**config.mk**
```make
export PLATFORM = sky130hd
export DESIGN_NAME = mul8_share_ctrl
export DESIGN_NICKNAME = d
export VERILOG_FILES = /design/src/rtl/mul8_share_ctrl_pkg.sv /design/src/rtl/mul8_share_ctrl_nib_pass_sel.sv /design/src/rtl/wallace.sv /design/src/rtl/mul8_share_ctrl.sv
export SDC_FILE = /design/constraint.sdc
export NUM_CORES = 1
export LEC_CHECK = 0
export CAP_MARGIN = 20
export CELL_PAD_IN_SITES_DETAIL_PLACEMENT = 0
export CELL_PAD_IN_SITES_GLOBAL_PLACEMENT = 1
export CORE_MARGIN = 4
export CORE_UTILIZATION = 35
export DETAILED_ROUTE_END_ITERATION = 6
export DONT_BUFFER_PORTS = 1
export PLACE_DENSITY = 0.73
export SLEW_MARGIN = 20
export SYNTH_ARGS = -nofsm -noshare
export SYNTH_HDL_FRONTEND = slang
export SYNTH_HIERARCHICAL = 1
export SYNTH_SLANG_ARGS = --single-unit
export TNS_END_PERCENT = 1
```
**constraint.sdc**
```tcl
create_clock -name clk -period 5.9 [get_ports clk]
set_input_delay 1.18 -clock clk [delete_from_list [all_inputs] [get_ports clk]]
set_output_delay 1.18 -clock clk [all_outputs]
set_load 0.05 [all_outputs]
```
**src/rtl/mul8_share_ctrl_pkg.sv**
```systemverilog
// Shared constants and operand payload for the shared-multiplier controller.
package mul8_share_ctrl_pkg;

   localparam int unsigned OPND_W   = 8;
   localparam int unsigned NIB_W    = 4;
   localparam int unsigned PASS_CNT = 4;
   localparam int unsigned CNT_W    = 2;
   localparam int unsigned PROD_W   = 2 * OPND_W;
   localparam int unsigned SHIFT_W  = 4;

   localparam logic [1:0] ST_IDLE = 2'd0;
   localparam logic [1:0] ST_CALC = 2'd1;
   localparam logic [1:0] ST_DONE = 2'd2;

   typedef struct packed {
      logic              id;
      logic [OPND_W-1:0] a;
      logic [OPND_W-1:0] b;
   } op_t;

endpackage

```
**src/rtl/mul8_share_ctrl_nib_pass_sel.sv**
```systemverilog
// Picks the operand nibbles and accumulation shift for the current pass.
module mul8_share_ctrl_nib_pass_sel
   import mul8_share_ctrl_pkg::*;
(
   input  logic [CNT_W-1:0]   cnt,
   input  logic [OPND_W-1:0]  opa,
   input  logic [OPND_W-1:0]  opb,
   output logic [NIB_W-1:0]   nib_a_c,
   output logic [NIB_W-1:0]   nib_b_c,
   output logic [SHIFT_W-1:0] shamt_c
);

   // cnt[0] selects the A nibble, cnt[1] the B nibble
   always_comb begin
      nib_a_c = cnt[0] ? opa[2*NIB_W-1:NIB_W] : opa[NIB_W-1:0];
      nib_b_c = cnt[1] ? opb[2*NIB_W-1:NIB_W] : opb[NIB_W-1:0];
      shamt_c = SHIFT_W'(NIB_W) * (SHIFT_W'(cnt[0]) + SHIFT_W'(cnt[1]));
   end

endmodule

```
**src/rtl/wallace.sv**
```systemverilog
// Unsigned 4x4 multiplier cell, combinational.
module wallace
   import mul8_share_ctrl_pkg::*;
(
   input  logic [NIB_W-1:0]   a,
   input  logic [NIB_W-1:0]   b,
   output logic [2*NIB_W-1:0] p_c
);

   always_comb begin
      p_c = '0;
      for (int i = 0; i < NIB_W; i++) begin
         if (b[i]) begin
            p_c = p_c + ((2*NIB_W)'(a) << i);
         end
      end
   end

endmodule

```
**src/rtl/mul8_share_ctrl.sv**
```systemverilog
// Two-requester round-robin front end for an 8x8 multiply built from four
// passes through a single shared 4x4 cell.
module mul8_share_ctrl
   import mul8_share_ctrl_pkg::*;
#(
   parameter int unsigned DATA_W     = 8,
   parameter int unsigned FIRST_PRIO = 0
) (
   input  logic                  clk,
   input  logic                  rst_n,
   input  logic                  req0_valid,
   output logic                  req0_ready,
   input  logic [DATA_W-1:0]     req0_a,
   input  logic [DATA_W-1:0]     req0_b,
   input  logic                  req1_valid,
   output logic                  req1_ready,
   input  logic [DATA_W-1:0]     req1_a,
   input  logic [DATA_W-1:0]     req1_b,
   output logic                  res_valid,
   input  logic                  res_ready,
   output logic [2*DATA_W-1:0]   res_prod,
   output logic                  res_id,
   output logic                  busy
);

   logic [1:0]        state_q, state_d;
   logic              prio_q, prio_d;
   logic [CNT_W-1:0]  cnt_q, cnt_d;
   logic [PROD_W-1:0] acc_q, acc_d;
   op_t               op_q, op_d;
   logic              res_valid_q, res_valid_d;
   logic [PROD_W-1:0] res_prod_q, res_prod_d;
   logic              res_id_q, res_id_d;

   logic              grant0_c, grant1_c;
   logic [NIB_W-1:0]  nib_a_c, nib_b_c;
   logic [SHIFT_W-1:0] shamt_c;
   logic [2*NIB_W-1:0] nib_prod_c;
   logic [PROD_W-1:0] partial_c;

   mul8_share_ctrl_nib_pass_sel u_nib_pass_sel (
      .cnt     (cnt_q),
      .opa     (op_q.a),
      .opb     (op_q.b),
      .nib_a_c (nib_a_c),
      .nib_b_c (nib_b_c),
      .shamt_c (shamt_c)
   );

   wallace u_wallace (
      .a   (nib_a_c),
      .b   (nib_b_c),
      .p_c (nib_prod_c)
   );

   assign partial_c = PROD_W'(nib_prod_c) << shamt_c;

   // Next-state, arbitration and accumulation
   always_comb begin
      state_d     = state_q;
      prio_d      = prio_q;
      cnt_d       = cnt_q;
      acc_d       = acc_q;
      op_d        = op_q;
      res_valid_d = res_valid_q;
      res_prod_d  = res_prod_q;
      res_id_d    = res_id_q;
      grant0_c    = 1'b0;
      grant1_c    = 1'b0;

      case (state_q)
         ST_IDLE: begin
            grant0_c = rst_n && req0_valid && (!prio_q || !req1_valid);
            grant1_c = rst_n && req1_valid && ( prio_q || !req0_valid);
            if (grant0_c || grant1_c) begin
               op_d.id = grant1_c;
               op_d.a  = grant1_c ? req1_a : req0_a;
               op_d.b  = grant1_c ? req1_b : req0_b;
               acc_d   = '0;
               cnt_d   = '0;
               prio_d  = !grant1_c;
               state_d = ST_CALC;
            end
         end
         ST_CALC: begin
            acc_d = acc_q + partial_c;
            cnt_d = cnt_q + CNT_W'(1);
            if (cnt_q == CNT_W'(PASS_CNT - 1)) begin
               res_prod_d  = acc_q + partial_c;
               res_id_d    = op_q.id;
               res_valid_d = 1'b1;
               state_d     = ST_DONE;
            end
         end
         ST_DONE: begin
            if (res_ready) begin
               res_valid_d = 1'b0;
               state_d     = ST_IDLE;
            end
         end
         default: state_d = ST_IDLE;
      endcase
   end

   always_ff @(posedge clk) begin
      if (!rst_n) begin
         state_q     <= ST_IDLE;
         prio_q      <= 1'(FIRST_PRIO);
         cnt_q       <= '0;
         acc_q       <= '0;
         op_q        <= '0;
         res_valid_q <= 1'b0;
         res_prod_q  <= '0;
         res_id_q    <= 1'b0;
      end else begin
         state_q     <= state_d;
         prio_q      <= prio_d;
         cnt_q       <= cnt_d;
         acc_q       <= acc_d;
         op_q        <= op_d;
         res_valid_q <= res_valid_d;
         res_prod_q  <= res_prod_d;
         res_id_q    <= res_id_d;
      end
   end

   assign req0_ready = grant0_c;
   assign req1_ready = grant1_c;
   assign res_valid  = res_valid_q;
   assign res_prod   = res_prod_q;
   assign res_id     = res_id_q;
   assign busy       = (state_q != ST_IDLE);

endmodule

```
; After elaboration in Yosys (flattened, before gate mapping)
; Cells that the tools add are included.
[op_classes]
add_sub_neg = 6
n_eq_ne = 6
shift = 1
mux = 21
reduce_logical = 20
[op_table]
columns = op, n
row1 = $mux 8, 5
row2 = $pmux 16 s2, 1
row3 = $add 16x16->16, 1
row4 = $mux 16, 1
row5 = $shl 8x4->16, 1
row6 = $mux 4, 3
row7 = $add 8x5->8, 1
row8 = $add 8x6->8, 1
row9 = $add 8x7->8, 1
row10 = $mux 2, 4
row11 = $ne 2x2->1 const B, 3
row12 = $pmux 2 s3, 1
row13 = $reduce_and 2->1, 3
row14 = $reduce_and 3->1, 2
row15 = $reduce_bool 2->1, 3
row16 = $eq 2x2->1 const B, 2
row17 = $logic_and 1x1->1, 4
row18 = $logic_not 1->1, 4
row19 = $mux 1, 4
row20 = $pmux 2 s2, 1
row21 = $logic_or 1x1->1, 3
row22 = $add 1x1->2, 1
row23 = $add 2x1->2 const B, 1
row24 = $eq 2x1->1 const B, 1
row25 = other kinds (2), 2
[word_totals]
ff_bits = 56
in_bits = 37
output_inout_bits = 21
elab_cells = 64

; Longest topological paths before layout
; Gate-level depths: netlist of run 1.
[depth]
depth_word = 11
mapped_depth = 30
mapped_depth_nobuf = 29

; Hierarchy
; The synthesis of run 1 kept the hierarchy.
[modules_own_cells]
columns = module, n_inst, cells_per_inst, area_per_inst_um2, seq_area_each_um2
row1 = mul8_share_ctrl, 1, 413, 3405.8, 1121.1
row2 = wallace, 1, 69, 563.0, 0.0
row3 = mul8_share_ctrl_nib_pass_sel, 1, 12, 121.4, 0.0

; Worst setup path after synthesis of run 1
; No wires, ideal clock.
[synth_path]
kind = register -> register
startpoint = reg cnt_q[0]
endpoint = reg res_prod_q[14], in the netlist res_prod[14]
setup_time_ps = 124
arrival_time_ps = 5851
required_time_ps = 5776
slack_ps = -75
path_stages_with_launch = 27
path_buffers = 0
synth_period_minus_slack_ps = 5975
cell_sequence = dfxtp_1 -> mux2_2 -> and2_1 -> ha_1 -> inv_1 -> fa_1 -> mux2i_1 -> ha_1 -> inv_1 -> fa_1 -> nand2_1 -> a21boi_1 -> ha_1 -> fa_1 -> a21o_1 -> a21oi_1 -> nor2b_1 -> mux2_2 -> nor3_1 -> a2111oi_0 -> ha_1 -> a21oi_1 -> o21bai_1 -> a21o_1 -> a311oi_1 -> mux2i_1 -> nand3_1
[synth_via]
elab_chain_len = 10
word_cells_on_any_way = 13
cone_classes = add/sub: 5 / eq/ne: 1 / shift: 1 / mux: 5 / reduce/logical: 1
[synth_rtl]
columns = item, line_no
row1 = from (decl), mul8_share_ctrl.sv:28  ; logic [CNT_W-1:0] cnt_q, cnt_d;
row2 = from (signal assigned), mul8_share_ctrl.sv:118  ; cnt_q <= cnt_d;
row3 = $mux 4 (*), mul8_share_ctrl_nib_pass_sel.sv:15  ; nib_a_c = cnt[0] ? opa[2*NIB_W-1:NIB_W] : opa[NIB_W-1:0];
row4 = via nib_a_c[1], mul8_share_ctrl.sv:36  ; logic [NIB_W-1:0] nib_a_c, nib_b_c;
row5 = $mux 4, wallace.sv:13  ; if (b[i]) begin
row6 = $add 8x5->8, wallace.sv:14  ; p_c = p_c + ((2*NIB_W)'(a) << i);
row7 = $mux 8, wallace.sv:13
row8 = $add 8x6->8, wallace.sv:14
row9 = $mux 8, wallace.sv:13
row10 = $add 8x7->8, wallace.sv:14
row11 = $mux 8 (*), wallace.sv:13
row12 = via nib_prod_c[7], mul8_share_ctrl.sv:38  ; logic [2*NIB_W-1:0] nib_prod_c;
row13 = $shl 8x4->16 (*), mul8_share_ctrl.sv:56  ; assign partial_c = PROD_W'(nib_prod_c) << shamt_c;
row14 = $add 16x16->16 (*), mul8_share_ctrl.sv:89  ; res_prod_d = acc_q + partial_c;
row15 = to (signal assigned), mul8_share_ctrl.sv:122  ; res_prod_q <= res_prod_d;
row16 = to (decl), mul8_share_ctrl.sv:32  ; logic [PROD_W-1:0] res_prod_q, res_prod_d;
; The timed path passes the listed nets; every way through them passes the cells marked *.
; A chain may end at the register's enable or synchronous reset.

; Final worst setup path of run 1
[layout_path]
startpoint = reg cnt_q[0]
endpoint = reg res_prod_q[11], in the netlist res_prod[11]
; Same word-level chain as after synthesis.

==> PnR_summary.wiki, run 1 <==
{| class="wikitable"
! Metric !! Value
|-
| Synth top area share || 0.274
|-
| Power density cells || approximately 190 mW/mm²
|-
| Clock tree from TritonCTS || done
|-
| Mean instance size in the synthesized netlist || between 8 and 9 µm²
|-
| Timing-limited maximum frequency || about 0.17 GHz
|-
| Share of synthesized registers carrying an async set or reset || 0
|-
| Min Hold Slack || roughly 460 ps
|-
| Bufs on Longest Clock Path || 2
|-
| First drt pass iteration count || 4
|-
| Post-synth EDFFs || 0
|-
| Number of global-route vias before repair || roughly 3.5k
|-
| Overflow left after global routing || 0
|-
| Worst path setup slack after routing || -53.2 ps
|-
| Final cell count without fillers || approximately 650
|-
| Run status || finished with violations
|-
| Fraction of layout cells with a size suffix above 1 || 0.229
|-
| Worst R2R End || res_prod[11]
|-
| Area post-placement || ~0.0044 mm²
|-
| Cell types with the largest area share after synthesis || sky130_fd_sc_hd__dfxtp_1, sky130_fd_sc_hd__ha_1, sky130_fd_sc_hd__nand2_1
|-
| Number of instances in the synthesized netlist || ~490
|-
| Number of vias in the routed layout || roughly 3.6k
|-
| DRC violation count after routing || 0
|-
| Library cell contributing the largest single delay on the critical path || sky130_fd_sc_hd__fa_2
|-
| Antenna diode count || 0
|-
| Arrival time of data at the critical path endpoint || roughly 6100 ps
|-
| Number of pins exceeding their max-slew limit in the final report || 0
|-
| Sort of element at the start of the critical path || flop
|-
| Cell variety after synth || 60
|-
| Horizontal extent of the die || roughly 120 µm
|-
| Hold Fails Final Rpt || 0
|-
| Sequential cell fraction of total power || 0.435
|-
| Largest driver fanout on the critical path || 5
|-
| Slew at the pin closest to its max-slew limit || 770 ps
|-
| Total track usage || 0.153
|-
| Most used flip-flop cell after synthesis || sky130_fd_sc_hd__dfxtp_1
|-
| Category of the critical setup timing path || reg -> reg
|-
| First-pass GRT wire length || 16800 µm
|-
| Depth of the worst register-to-register path || 27
|-
| Post-Place Cells || 637
|-
| Routed length per placed instance || about 16 µm
|-
| H-tree depth || 2
|-
| Unrepaired setup endpoints after global routing || true
|-
| Leading cell types in the layout, fill and taps excluded || sky130_fd_sc_hd__nand2_1, sky130_fd_sc_hd__dfxtp_1, sky130_fd_sc_hd__buf_4
|-
| Post-detailed-placement half-perimeter wirelength || approximately 7700 µm
|-
| Clk Latency, worst-skew pair || around 300 ps
|-
| Worst setup path end || res_prod[11]
|-
| Clock buffers created by TritonCTS || 5
|-
| Failing checks || negative setup slack
|-
| Most frequent standard cell in the layout excluding fill and tap cells || sky130_fd_sc_hd__nand2_1
|-
| Initial Util || 0.358
|-
| CP required || around 6100 ps
|-
| Die outline area || roughly 0.013 mm²
|-
| Final net count || roughly 580
|-
| Floorplan die height || 116 µm
|-
| Pre-CTS setup slack || -271 ps
|-
| Fin Setup TNS || -129 ps
|-
| Setup crit end kind || flop
|-
| Number of top-level pins || a little under 60
|-
| Proportion of power drawn by the clock network || 0.338
|-
| Number of setup violations in the final report || 4
|-
| Number of flip-flops and latches in the synthesized netlist || 56
|-
| Leakage component of the power || ~2.1 nW
|-
| Setup slack on the worst flop-to-flop path || -50 ps
|-
| Count of filler cells inserted in the layout || 1172
|-
| Netlist Area Pre-Place || 0.00409 mm²
|-
| Number of placement rows || 39
|-
| Total number of clock tree sinks || 56
|-
| Number of hold-repair buffers added at the cts stage || 0
|-
| Remaining antenna violation count || 0
|-
| Pin count of the biggest net entering global routing || 61
|-
| Part of the cycle the worst path needs || 1.01
|-
| Time the worst path needs with I/O delays and setup || 5950 ps
|-
| Combinational share of power || 0.227
|-
| Crit path top cell by count || sky130_fd_sc_hd__fa_2
|-
| Count of maximum capacitance violations || 0
|-
| Switching power of the nets || around 0.27 mW
|-
| Internal cell power || between 0.6 and 0.7 mW
|-
| Initial DRC Count || 179
|-
| Warnings, synthesis || 6
|-
| Switching portion of total power || 0.291
|-
| Design Area, Final || slightly below 0.005 mm²
|-
| Crit Reg-Reg Startpoint || cnt_q[0]
|-
| Area growth from synthesis to final layout || 19.3%
|-
| Number of antenna violations at the first check in global routing || 0
|-
| CTS clock-pin slew for the worst setup and hold paths || around 80 ps
|-
| Final setup skew || approximately 10 ps
|-
| WL final || ~10000 µm
|-
| Post-synthesis cell type with the largest combined area || sky130_fd_sc_hd__dfxtp_1
|-
| Input/output buffers || 0
|-
| Number of vias per cell after detailed routing || about 5.5
|-
| Slowest cell delay on critical path || 530 ps
|-
| Area inside the core boundary || approximately 0.011 mm²
|-
| Worst slew margin relative to its limit || 0.487
|-
| Worst hold path class || reg -> reg
|-
| CP Launch Point || cnt_q[0]
|-
| Peak supply drop || 0.181 mV
|-
| Clk root buf || sky130_fd_sc_hd__clkbuf_16
|-
| Routability-driven placement congestion ratio || 0.935
|-
| Sequential share of the synthesized area || 0.274
|}
## stage by stage
| stage | power [mW] | util |
|---|---|---|
| 3_3_place_gp | 0.582 | 0.383 |
| 3_5_place_dp | 0.585 | 0.383 |
| 6_report | 0.921 | 0.427 |
| 5_1_grt | 0.964 | 0.427 |
| 2_1_floorplan | 0.542 | - |
| 4_1_cts | 0.898 | 0.402 |
## cell usage after synthesis (13+ instances only)
cell type and instances:
sky130_fd_sc_hd__dfxtp_1 56, sky130_fd_sc_hd__inv_1 13, sky130_fd_sc_hd__clkbuf_1 22, sky130_fd_sc_hd__o21ai_0 29
sky130_fd_sc_hd__mux2i_1 17, sky130_fd_sc_hd__mux2_2 16, sky130_fd_sc_hd__nand2_1 65, sky130_fd_sc_hd__ha_1 28
sky130_fd_sc_hd__nand3_1 23, sky130_fd_sc_hd__a21oi_1 19, sky130_fd_sc_hd__nor2_1 18, sky130_fd_sc_hd__a21boi_0 21
sky130_fd_sc_hd__a21o_1 13, sky130_fd_sc_hd__and2_1 14
## logic make-up after synthesis
family,share of synthesized area
buffers and inverters,0.0440
other,0.000917
XOR/XNOR,0.0364
adder cells (fa/ha/maj),0.108
flip-flops,0.274
AND/OR/NAND/NOR,0.190
multiplexers,0.0884
AO/OA/AOI/OAI,0.258
## registers in the layout (all words and copies together) (netlist names)
name / count
cnt_q: 2
res_valid: 1
prio_q: 1
op_q: 17
res_id: 1
state_q: 2
res_prod: 16
acc_q: 16
## power groups by stage
| stage | logic [mW] | registers (mW) | clock network (mW) |
|---|---|---|---|
| after floorplan | 0.136 | 0.407 | 0 |
| after global placement | 0.173 | 0.409 | 0 |
| after detailed placement | 0.177 | 0.409 | 0 |
| after CTS | 0.183 | 0.400 | 0.316 |
| after global routing | 0.231 | 0.402 | 0.331 |
| final | 0.209 | 0.401 | 0.311 |
## what timing repair did
action,4_1_cts,5_1_grt
pin swaps,10,36
endpoints found under the setup margin,18,20
buffers inserted,1,6
gates resized for setup,22,57
## area by class of cell
| class | count | area, µm² | area share |
|---|---|---|---|
| tap | 143 | 179 | 0.0367 |
| sequential | 56 | 1120 | 0.230 |
| timing repair buffer | 37 | 293 | 0.0600 |
| inverter | 13 | 48.8 | 0.0100 |
| multi-input combinational | 396 | 3080 | 0.632 |
| clock inverter | 1 | 7.51 | 0.00154 |
| clock buffer | 7 | 143 | 0.0292 |
## worst min-delay path by stage
stage / startpoint / endpoint / slack [ps] / cells past startpoint
after floorplan: acc_q[10] / acc_q[10] / 430 / 2
after global placement: acc_q[12] / acc_q[12] / 450 / 2
after detailed placement: acc_q[15] / acc_q[15] / 450 / 2
after CTS: acc_q[15] / acc_q[15] / 460 / 2
after global routing: acc_q[15] / acc_q[15] / 480 / 2
final: acc_q[15] / acc_q[15] / 460 / 2
## metal layers
metal,share of wire,global-route usage
met5,0,0
met4,0.0095,0.0371
met3,0.031,0.0264
met2,0.49,0.252
met1,0.47,0.209
## critical path, delay by kind of cell, from the launching register on
| family | cells | cell delay, ps |
|---|---|---|
| AO/OA/AOI/OAI | 10 | 1600 |
| XOR/XNOR | 1 | 160 |
| adder cells (fa/ha/maj) | 7 | 2170 |
| buffers and inverters | 2 | 90 |
| flip-flops | 1 | 360 |
| multiplexers | 3 | 820 |
| AND/OR/NAND/NOR | 4 | 650 |
(Power assumes the default switching activity.)
==> inputs of run 2 (changes only) <==
--- a/config.mk
+++ b/config.mk
@@ -8,10 +8,10 @@
 export CAP_MARGIN = 20
 export CELL_PAD_IN_SITES_DETAIL_PLACEMENT = 0
 export CELL_PAD_IN_SITES_GLOBAL_PLACEMENT = 1
-export CORE_MARGIN = 4
 export CORE_UTILIZATION = 35
 export DETAILED_ROUTE_END_ITERATION = 6
 export DONT_BUFFER_PORTS = 1
+export GPL_ROUTABILITY_DRIVEN = 1
 export PLACE_DENSITY = 0.73
 export SLEW_MARGIN = 20
 export SYNTH_ARGS = -nofsm -noshare
==> constraint.sdc (replaced) <==
create_clock -name clk -period 5.2 [get_ports clk]
set_input_delay 1.04 -clock clk [delete_from_list [all_inputs] [get_ports clk]]
set_output_delay 1.04 -clock clk [all_outputs]
set_load 0.05 [all_outputs]
==> PnR_summary.wiki, run 2 (same netlist as run 1, synthesis figures left out) <==
{| class="wikitable"
! Metric !! Value
|-
| WL final || 10900 µm (+4.5%)
|-
| Hold Fails Final Rpt || 0 (unchanged)
|-
| Input/output buffers || 0 (unchanged)
|-
| Slew at the pin closest to its max-slew limit || 977 ps (+207 ps)
|-
| Number of global-route vias before repair || 3588 (+3.7%)
|-
| Post-detailed-placement half-perimeter wirelength || 8260 µm (+7.8%)
|-
| Number of vias per cell after detailed routing || 5.40 (-1.5%)
|-
| Peak supply drop || 0.227 mV (+25%)
|-
| Fin Setup TNS || -9890 ps (-9760 ps)
|-
| Bufs on Longest Clock Path || 2 (unchanged)
|-
| DRC violation count after routing || 0 (unchanged)
|-
| Largest driver fanout on the critical path || 5 (unchanged)
|-
| Worst hold path class || reg -> reg
|-
| Run status || finished with violations
|-
| Number of placement rows || 39 (unchanged)
|-
| Final setup skew || 6.57 ps (-3.37 ps)
|-
| First drt pass iteration count || 4 (unchanged)
|-
| Worst slew margin relative to its limit || 0.348 (-0.138)
|-
| Largest reg by FF count || op_q
|-
| Post-Place Cells || 674 (+5.8%)
|-
| Leakage component of the power || 2.23 nW (+8.1%)
|-
| CTS clock-pin slew for the worst setup and hold paths || 80 ps (about the same)
|-
| Floorplan die height || 110 µm (-5.2%)
|-
| Area post-placement || 0.00475 mm² (+8.6%)
|-
| Clk root buf || sky130_fd_sc_hd__clkbuf_16
|-
| Part of the cycle the worst path needs || 1.12 (+0.112)
|-
| Total track usage || 0.189 (+0.0365)
|-
| Power density cells || 209 mW/mm² (+11%)
|-
| Max FFs per register || 17 (unchanged)
|-
| Number of pins exceeding their max-slew limit in the final report || 0 (unchanged)
|-
| Die outline area || 0.0121 mm² (-10%)
|-
| Area growth from synthesis to final layout || 24.6%
|-
| CP required || 5390 ps (-700 ps)
|-
| H-tree depth || 2 (unchanged)
|-
| Time the worst path needs with I/O delays and setup || 5830 ps (-124 ps)
|-
| Design Area, Final || 0.00510 mm² (+4.5%)
|-
| Leading cell types in the layout, fill and taps excluded || sky130_fd_sc_hd__buf_4, sky130_fd_sc_hd__nand2_1, sky130_fd_sc_hd__dfxtp_1
|-
| Clock tree from TritonCTS || done
|-
| First-pass GRT wire length || 17700 µm (+5.5%)
|-
| Category of the critical setup timing path || reg -> reg
|-
| Remaining antenna violation count || 0 (unchanged)
|-
| Final core utilization || 0.446 (+0.0192)
|-
| Routed length per placed instance || 15.8 µm (-0.97%)
|-
| Unrepaired setup endpoints after global routing || true
|-
| Clk Latency, worst-skew pair || 300 ps (about the same)
|-
| Setup crit end kind || flop
|-
| Timing-limited maximum frequency || 0.172 GHz (+2.1%)
|-
| Arrival time of data at the critical path endpoint || 6020 ps (-120 ps)
|-
| Number of hold-repair buffers added at the cts stage || 0 (unchanged)
|-
| Number of vias in the routed layout || 3724 (+3.9%)
|-
| Number of setup violations in the final report || 24 (+20)
|-
| Worst path setup slack after routing || -629 ps (-576 ps)
|-
| Clock buffers created by TritonCTS || 5 (unchanged)
|-
| Sort of element at the start of the critical path || flop
|-
| Fraction of layout cells with a size suffix above 1 || 0.275 (+0.0453)
|-
| Initial Util || 0.358 (unchanged)
|-
| Horizontal extent of the die || 110 µm (-5.2%)
|-
| Total number of clock tree sinks || 56 (unchanged)
|-
| Overflow left after global routing || 0 (unchanged)
|-
| Area inside the core boundary || 0.0114 mm² (unchanged)
|-
| Antenna diode count || 0 (unchanged)
|-
| Failing checks || negative setup slack
|-
| Initial DRC Count || 170 (-5.0%)
|-
| Number of antenna violations at the first check in global routing || 0 (unchanged)
|-
| Count of maximum capacitance violations || 0 (unchanged)
|-
| Most frequent standard cell in the layout excluding fill and tap cells || sky130_fd_sc_hd__buf_4
|-
| Pin count of the biggest net entering global routing || 61 (unchanged)
|-
| Number of top-level pins || 58 (unchanged)
|-
| Routability-driven placement congestion ratio || 0.843 (-9.9%)
|-
| Final net count || 614 (+6.2%)
|-
| Final cell count without fillers || 689 (+5.5%)
|}
-- run 2: cell count changes in the layout (fill, tap and decap cells not counted), moves of 3 or more --
cell,previous run,this run
sky130_fd_sc_hd__o21ai_0,17,20
sky130_fd_sc_hd__o21ai_1,10,6
sky130_fd_sc_hd__buf_4,34,72
sky130_fd_sc_hd__xnor2_2,1,4
-- run 2: final timing paths --
kind              cells after the start  startpoint  slack, ps       end
setup reg to reg                     27    cnt_q[0]       -630  acc_q[9]
hold / removal                        2     op_q[8]        470   op_q[8]
setup / recovery                     27    cnt_q[0]       -630  acc_q[9]
hold reg to reg                       2     op_q[8]        470   op_q[8]
-- run 2: routing by layer --
metal  share of wire  vias to the layer above  track usage  routed length, µm
li1                -                     1886            -                  -
met1            0.48                     1759        0.261               5260
met2            0.47                       73        0.304               5090
met4           0.010                        0       0.0508                111
met5               0                        -            0                  0
met3           0.040                        6       0.0312                433
-- run 2: area by class of cell --
type                       count  area (µm²)
inverter                      13        48.8
fill                        1141        6320
sequential                    56        1130
tap                          143         179
multi-input combinational    396        3030
clock buffer                   6         139
clock inverter                 2        13.8
timing repair buffer          73         556
-- run 2: through the flow --
step                hold WS (ps)  worst slack, ps  power [mW]
floorplan                    432             -308       0.624
global placement             449             -617       0.690
detailed placement           457             -731       0.694
CTS                          467             -687        1.06
global route                 492             -902        1.12
finish                       465             -629        1.07
-- run 2: critical path: stages, from the launching register on --
cell                       delay [ps]
sky130_fd_sc_hd__dfxtp_4          370
sky130_fd_sc_hd__mux2_4           300
sky130_fd_sc_hd__and2_4           150
sky130_fd_sc_hd__ha_4             150
sky130_fd_sc_hd__inv_2             50
sky130_fd_sc_hd__fa_2             420
sky130_fd_sc_hd__mux2i_2          190
sky130_fd_sc_hd__ha_2             220
sky130_fd_sc_hd__inv_1             50
sky130_fd_sc_hd__fa_1             480
sky130_fd_sc_hd__nand2_1           70
sky130_fd_sc_hd__a21boi_1         140
sky130_fd_sc_hd__ha_2             200
sky130_fd_sc_hd__fa_2             370
sky130_fd_sc_hd__xor2_1           160
sky130_fd_sc_hd__a32oi_1          180
sky130_fd_sc_hd__o31ai_2          120
sky130_fd_sc_hd__mux2_4           300
sky130_fd_sc_hd__o21ai_2          170
sky130_fd_sc_hd__o21ai_2           80
sky130_fd_sc_hd__and2_4           200
sky130_fd_sc_hd__ha_4             210
sky130_fd_sc_hd__o21a_1           180
sky130_fd_sc_hd__o211a_1          200
sky130_fd_sc_hd__o21a_2           150
sky130_fd_sc_hd__or3_1            380
sky130_fd_sc_hd__nand3_1          140
sky130_fd_sc_hd__a21boi_0          90
-- run 2: repair_timing --
action                     CTS  global route
pin swaps                   17            13
buffers inserted             2             4
resized for setup           22            15
setup endpoints to repair   24            26
-- run 2: report_power, final --
| group | switching [mW] | total [mW] | internal (mW) | leakage (nW) |
|---|---|---|---|---|
| Clock | 0.166 | 0.359 | 0.193 | 0.0772 |
| Combinational | 0.136 | 0.254 | 0.118 | 1.70 |
| Sequential | 0.0106 | 0.454 | 0.443 | 0.456 |
==> inputs of run 3 (changes only) <==
--- a/config.mk
+++ b/config.mk
@@ -16,6 +16,5 @@
 export SLEW_MARGIN = 20
 export SYNTH_ARGS = -nofsm -noshare
 export SYNTH_HDL_FRONTEND = slang
-export SYNTH_HIERARCHICAL = 1
 export SYNTH_SLANG_ARGS = --single-unit
 export TNS_END_PERCENT = 1
==> PnR_summary.wiki, run 3 <==
{| class="wikitable"
! Metric !! Value
|-
| Final cell count without fillers || 667 (-3.2%)
|-
| Number of vias in the routed layout || 3648 (-2.0%)
|-
| Power density cells || 200 mW/mm² (-4.3%)
|-
| Number of setup violations in the final report || 0 (-100%)
|-
| Most used flip-flop cell after synthesis || sky130_fd_sc_hd__dfxtp_1
|-
| Category of the critical setup timing path || reg -> reg
|-
| Routability-driven placement congestion ratio || 0.823 (-2.4%)
|-
| Warnings, synthesis || 0 (-6)
|-
| Share of synthesized registers carrying an async set or reset || 0 (unchanged)
|-
| Design Area, Final || 0.00480 mm² (-5.8%)
|-
| Clock tree from TritonCTS || done
|-
| Setup crit end kind || flop
|-
| Antenna diode count || 0 (unchanged)
|-
| Post-Place Cells || 648 (-3.9%)
|-
| Remaining antenna violation count || 0 (unchanged)
|-
| CP required || 5400 ps (about the same)
|-
| Worst hold start || op_q[11]
|-
| Number of vias per cell after detailed routing || 5.47 (+1.2%)
|-
| Leading cell types in the layout, fill and taps excluded || sky130_fd_sc_hd__nand2_1, sky130_fd_sc_hd__dfxtp_1, sky130_fd_sc_hd__buf_4
|-
| Max FFs per register || 17 (unchanged)
|-
| Min Hold Slack || 465 ps (-0.800 ps)
|-
| Worst path setup slack after routing || 141 ps (+771 ps)
|-
| Post-detailed-placement half-perimeter wirelength || 7620 µm (-7.8%)
|-
| Hold Fails Final Rpt || 0 (unchanged)
|-
| WL final || 10300 µm (-5.1%)
|-
| Initial DRC Count || 137 (-19%)
|-
| Unrepaired setup endpoints after global routing || true
|-
| Clk Latency, worst-skew pair || 320 ps (+20 ps)
|-
| Synth top area share || 0.285 (+0.0111)
|-
| Bufs on Longest Clock Path || 2 (unchanged)
|-
| Library cell contributing the largest single delay on the critical path || sky130_fd_sc_hd__dfxtp_4
|-
| Crit Reg-Reg Startpoint || cnt_q[0]
|-
| Clk root buf || sky130_fd_sc_hd__clkbuf_8
|-
| Area post-placement || 0.00432 mm² (-9.0%)
|-
| Footprint of the multi-input gates || 0.00292 mm² (-3.7%)
|-
| Worst slew margin relative to its limit || 0.526 (+0.178)
|-
| Largest driver fanout on the critical path || 5 (unchanged)
|-
| Area inside the core boundary || 0.0109 mm² (-4.6%)
|-
| Total track usage || 0.185 (-0.00427)
|-
| Netlist Area Pre-Place || 0.00393 mm² (-3.9%)
|-
| Final setup skew || 8.43 ps (+1.85 ps)
|-
| Number of antenna violations at the first check in global routing || 0 (unchanged)
|-
| DRC violation count after routing || 0 (unchanged)
|-
| Number of placement rows || 38 (-2.6%)
|-
| Fin Setup TNS || 0 ps (+9890 ps)
|-
| H-tree depth || 2 (unchanged)
|-
| Overflow left after global routing || 0 (unchanged)
|-
| Most frequent cell after synthesis || sky130_fd_sc_hd__nand2_1
|-
| Final net count || 591 (-3.7%)
|-
| Time the worst path needs with I/O delays and setup || 5060 ps (-771 ps)
|-
| Worst R2R End || acc_q[15]
|-
| Slowest cell delay on critical path || 380 ps (-100 ps)
|-
| Total number of clock tree sinks || 56 (unchanged)
|-
| Slew at the pin closest to its max-slew limit || 709 ps (-268 ps)
|-
| Peak supply drop || 0.217 mV (-4.2%)
|-
| Mean instance size in the synthesized netlist || 7.96 µm² (-3.9%)
|-
| Floorplan die height || 108 µm (-1.9%)
|-
| Pin count of the biggest net entering global routing || 45 (-26%)
|-
| Min-Delay Endpoint || op_q[11]
|-
| Number of instances in the synthesized netlist || 494 (unchanged)
|-
| Area growth from synthesis to final layout || 22.2%
|-
| PnR Total Power || 0.963 mW (-9.8%)
|-
| Clock buffers created by TritonCTS || 5 (unchanged)
|-
| CTS clock-pin slew for the worst setup and hold paths || 100 ps (+20 ps)
|-
| Arrival time of data at the critical path endpoint || 5260 ps (-760 ps)
|-
| Post-synth EDFFs || 0 (unchanged)
|-
| Synthesized net count || roughly 560
|-
| Part of the cycle the worst path needs || 0.973 (-0.148)
|-
| Count of filler cells inserted in the layout || 1062 (-6.9%)
|-
| Number of top-level pins || 58 (unchanged)
|-
| Pre-CTS setup slack || -214 ps (+517 ps)
|-
| Initial Util || 0.361 (+0.00286)
|-
| Top cells by instance count after synthesis || sky130_fd_sc_hd__nand2_1, sky130_fd_sc_hd__dfxtp_1, sky130_fd_sc_hd__o21ai_0
|-
| Run status || complete, no violations
|-
| Number of global-route vias before repair || 3608 (+0.56%)
|-
| Worst hold path class || reg -> reg
|-
| Number of pins exceeding their max-slew limit in the final report || 0 (unchanged)
|-
| Area taken by flip-flops and latches || 0.00113 mm² (-0.22%)
|-
| Number of hold-repair buffers added at the cts stage || 0 (unchanged)
|-
| Fraction of layout cells with a size suffix above 1 || 0.252 (-0.0224)
|-
| Count of maximum capacitance violations || 0 (unchanged)
|-
| Post-synthesis cell type with the largest combined area || sky130_fd_sc_hd__dfxtp_1
|-
| Hold depth || 2 (unchanged)
|-
| Cell variety after synth || 61 (+1.7%)
|-
| Horizontal extent of the die || 108 µm (-1.9%)
|-
| Depth of the worst register-to-register path || 28 (+3.7%)
|-
| Setup slack on the worst flop-to-flop path || 140 ps (+770 ps)
|-
| Crit path top cell by count || sky130_fd_sc_hd__ha_4
|-
| Number of flip-flops and latches in the synthesized netlist || 56 (unchanged)
|-
| Leakage component of the power || 1.88 nW (-16%)
|-
| Most frequent standard cell in the layout excluding fill and tap cells || sky130_fd_sc_hd__nand2_1
|-
| Timing-limited maximum frequency || 0.198 GHz (+15%)
|-
| Routed length per placed instance || 15.5 µm (-2.0%)
|-
| Sequential share of the synthesized area || 0.285 (+0.0111)
|-
| First drt pass iteration count || 4 (unchanged)
|-
| Final core utilization || 0.441 (-0.00525)
|-
| Cell types with the largest area share after synthesis || sky130_fd_sc_hd__dfxtp_1, sky130_fd_sc_hd__ha_1, sky130_fd_sc_hd__o21ai_0
|-
| Die outline area || 0.0117 mm² (-3.8%)
|-
| Input/output buffers || 0 (unchanged)
|-
| Sort of element at the start of the critical path || flop
|-
| First-pass GRT wire length || 17100 µm (-3.5%)
|-
| Largest reg by FF count || op_q
|}
## run 3: cell count changes after synthesis, sizes merged, moves of 7 or more
cell	change
a21oi	+26
o21ai	+20
a21boi	-17
and2	+10
mux2	-10
a21o	-8
inv	+8
nor2b	-7
## run 3: area by class of cell
cell class,instances,share of cell area
Timing Repair Buffer,50,0.0831
Multi-Input combinational cell,391,0.608
Sequential cell,56,0.234
Clock inverter,2,0.00287
Inverter,22,0.0177
Clock buffer,6,0.0172
Tap cell,140,0.0365
## run 3: power breakdown
group          leakage, nW  total (mW)  internal (mW)  switching [mW]
combinational         1.37       0.248          0.102           0.147
sequential           0.455       0.457          0.444          0.0138
clock               0.0516       0.257          0.109           0.148
total                 1.88       0.963          0.655           0.308
## run 3: logic make-up (layout without fill, tap and decap cells)
logic type / after synthesis / after routing / share of synthesized area
compound gates: 162 / 162 / 0.273
flops: 56 / 56 / 0.285
simple gates: 165 / 165 / 0.201
mux: 18 / 18 / 0.0532
fa+ha+maj: 28 / 28 / 0.0929
xor+xnor: 18 / 18 / 0.0420
buf+inv: 47 / 80 / 0.0531
## run 3: worst max-delay path by stage
stage	startpoint	endpoint	slack, ps	cells past startpoint
2_1_floorplan	cnt_q[1]	acc_q[13]	9	29
3_3_place_gp	cnt_q[0]	acc_q[10]	-70	29
3_5_place_dp	cnt_q[0]	acc_q[15]	-210	30
4_1_cts	cnt_q[0]	acc_q[15]	-30	29
5_1_grt	cnt_q[1]	res_prod[14]	-160	29
6_report	cnt_q[0]	acc_q[15]	140	28
## run 3: timing repair
| action | CTS | global route |
|---|---|---|
| resized for setup | 23 | 43 |
| gates cloned | 0 | 0 |
| pin swaps | 25 | 43 |
| buffers inserted | 12 | 0 |
| endpoints found under the setup margin | 14 | 20 |
## run 3: worst max-delay path, delay by kind of cell, from the launching register on
| kind | cells | cell delay [ps] |
|---|---|---|
| multiplexers | 2 | 550 |
| AO/OA/AOI/OAI | 12 | 1560 |
| buffers and inverters | 2 | 200 |
| adder cells (fa/ha/maj) | 5 | 1130 |
| flip-flops | 1 | 380 |
| AND/OR/NAND/NOR | 4 | 580 |
| XOR/XNOR | 3 | 550 |
## run 3: layer usage
metal	global-route usage	vias up	part of all wire
met5	0	-	0
met4	0.0626	0	0.021
met3	0.0259	14	0.029
met2	0.319	60	0.47
met1	0.235	1735	0.48
li1	-	1839	-
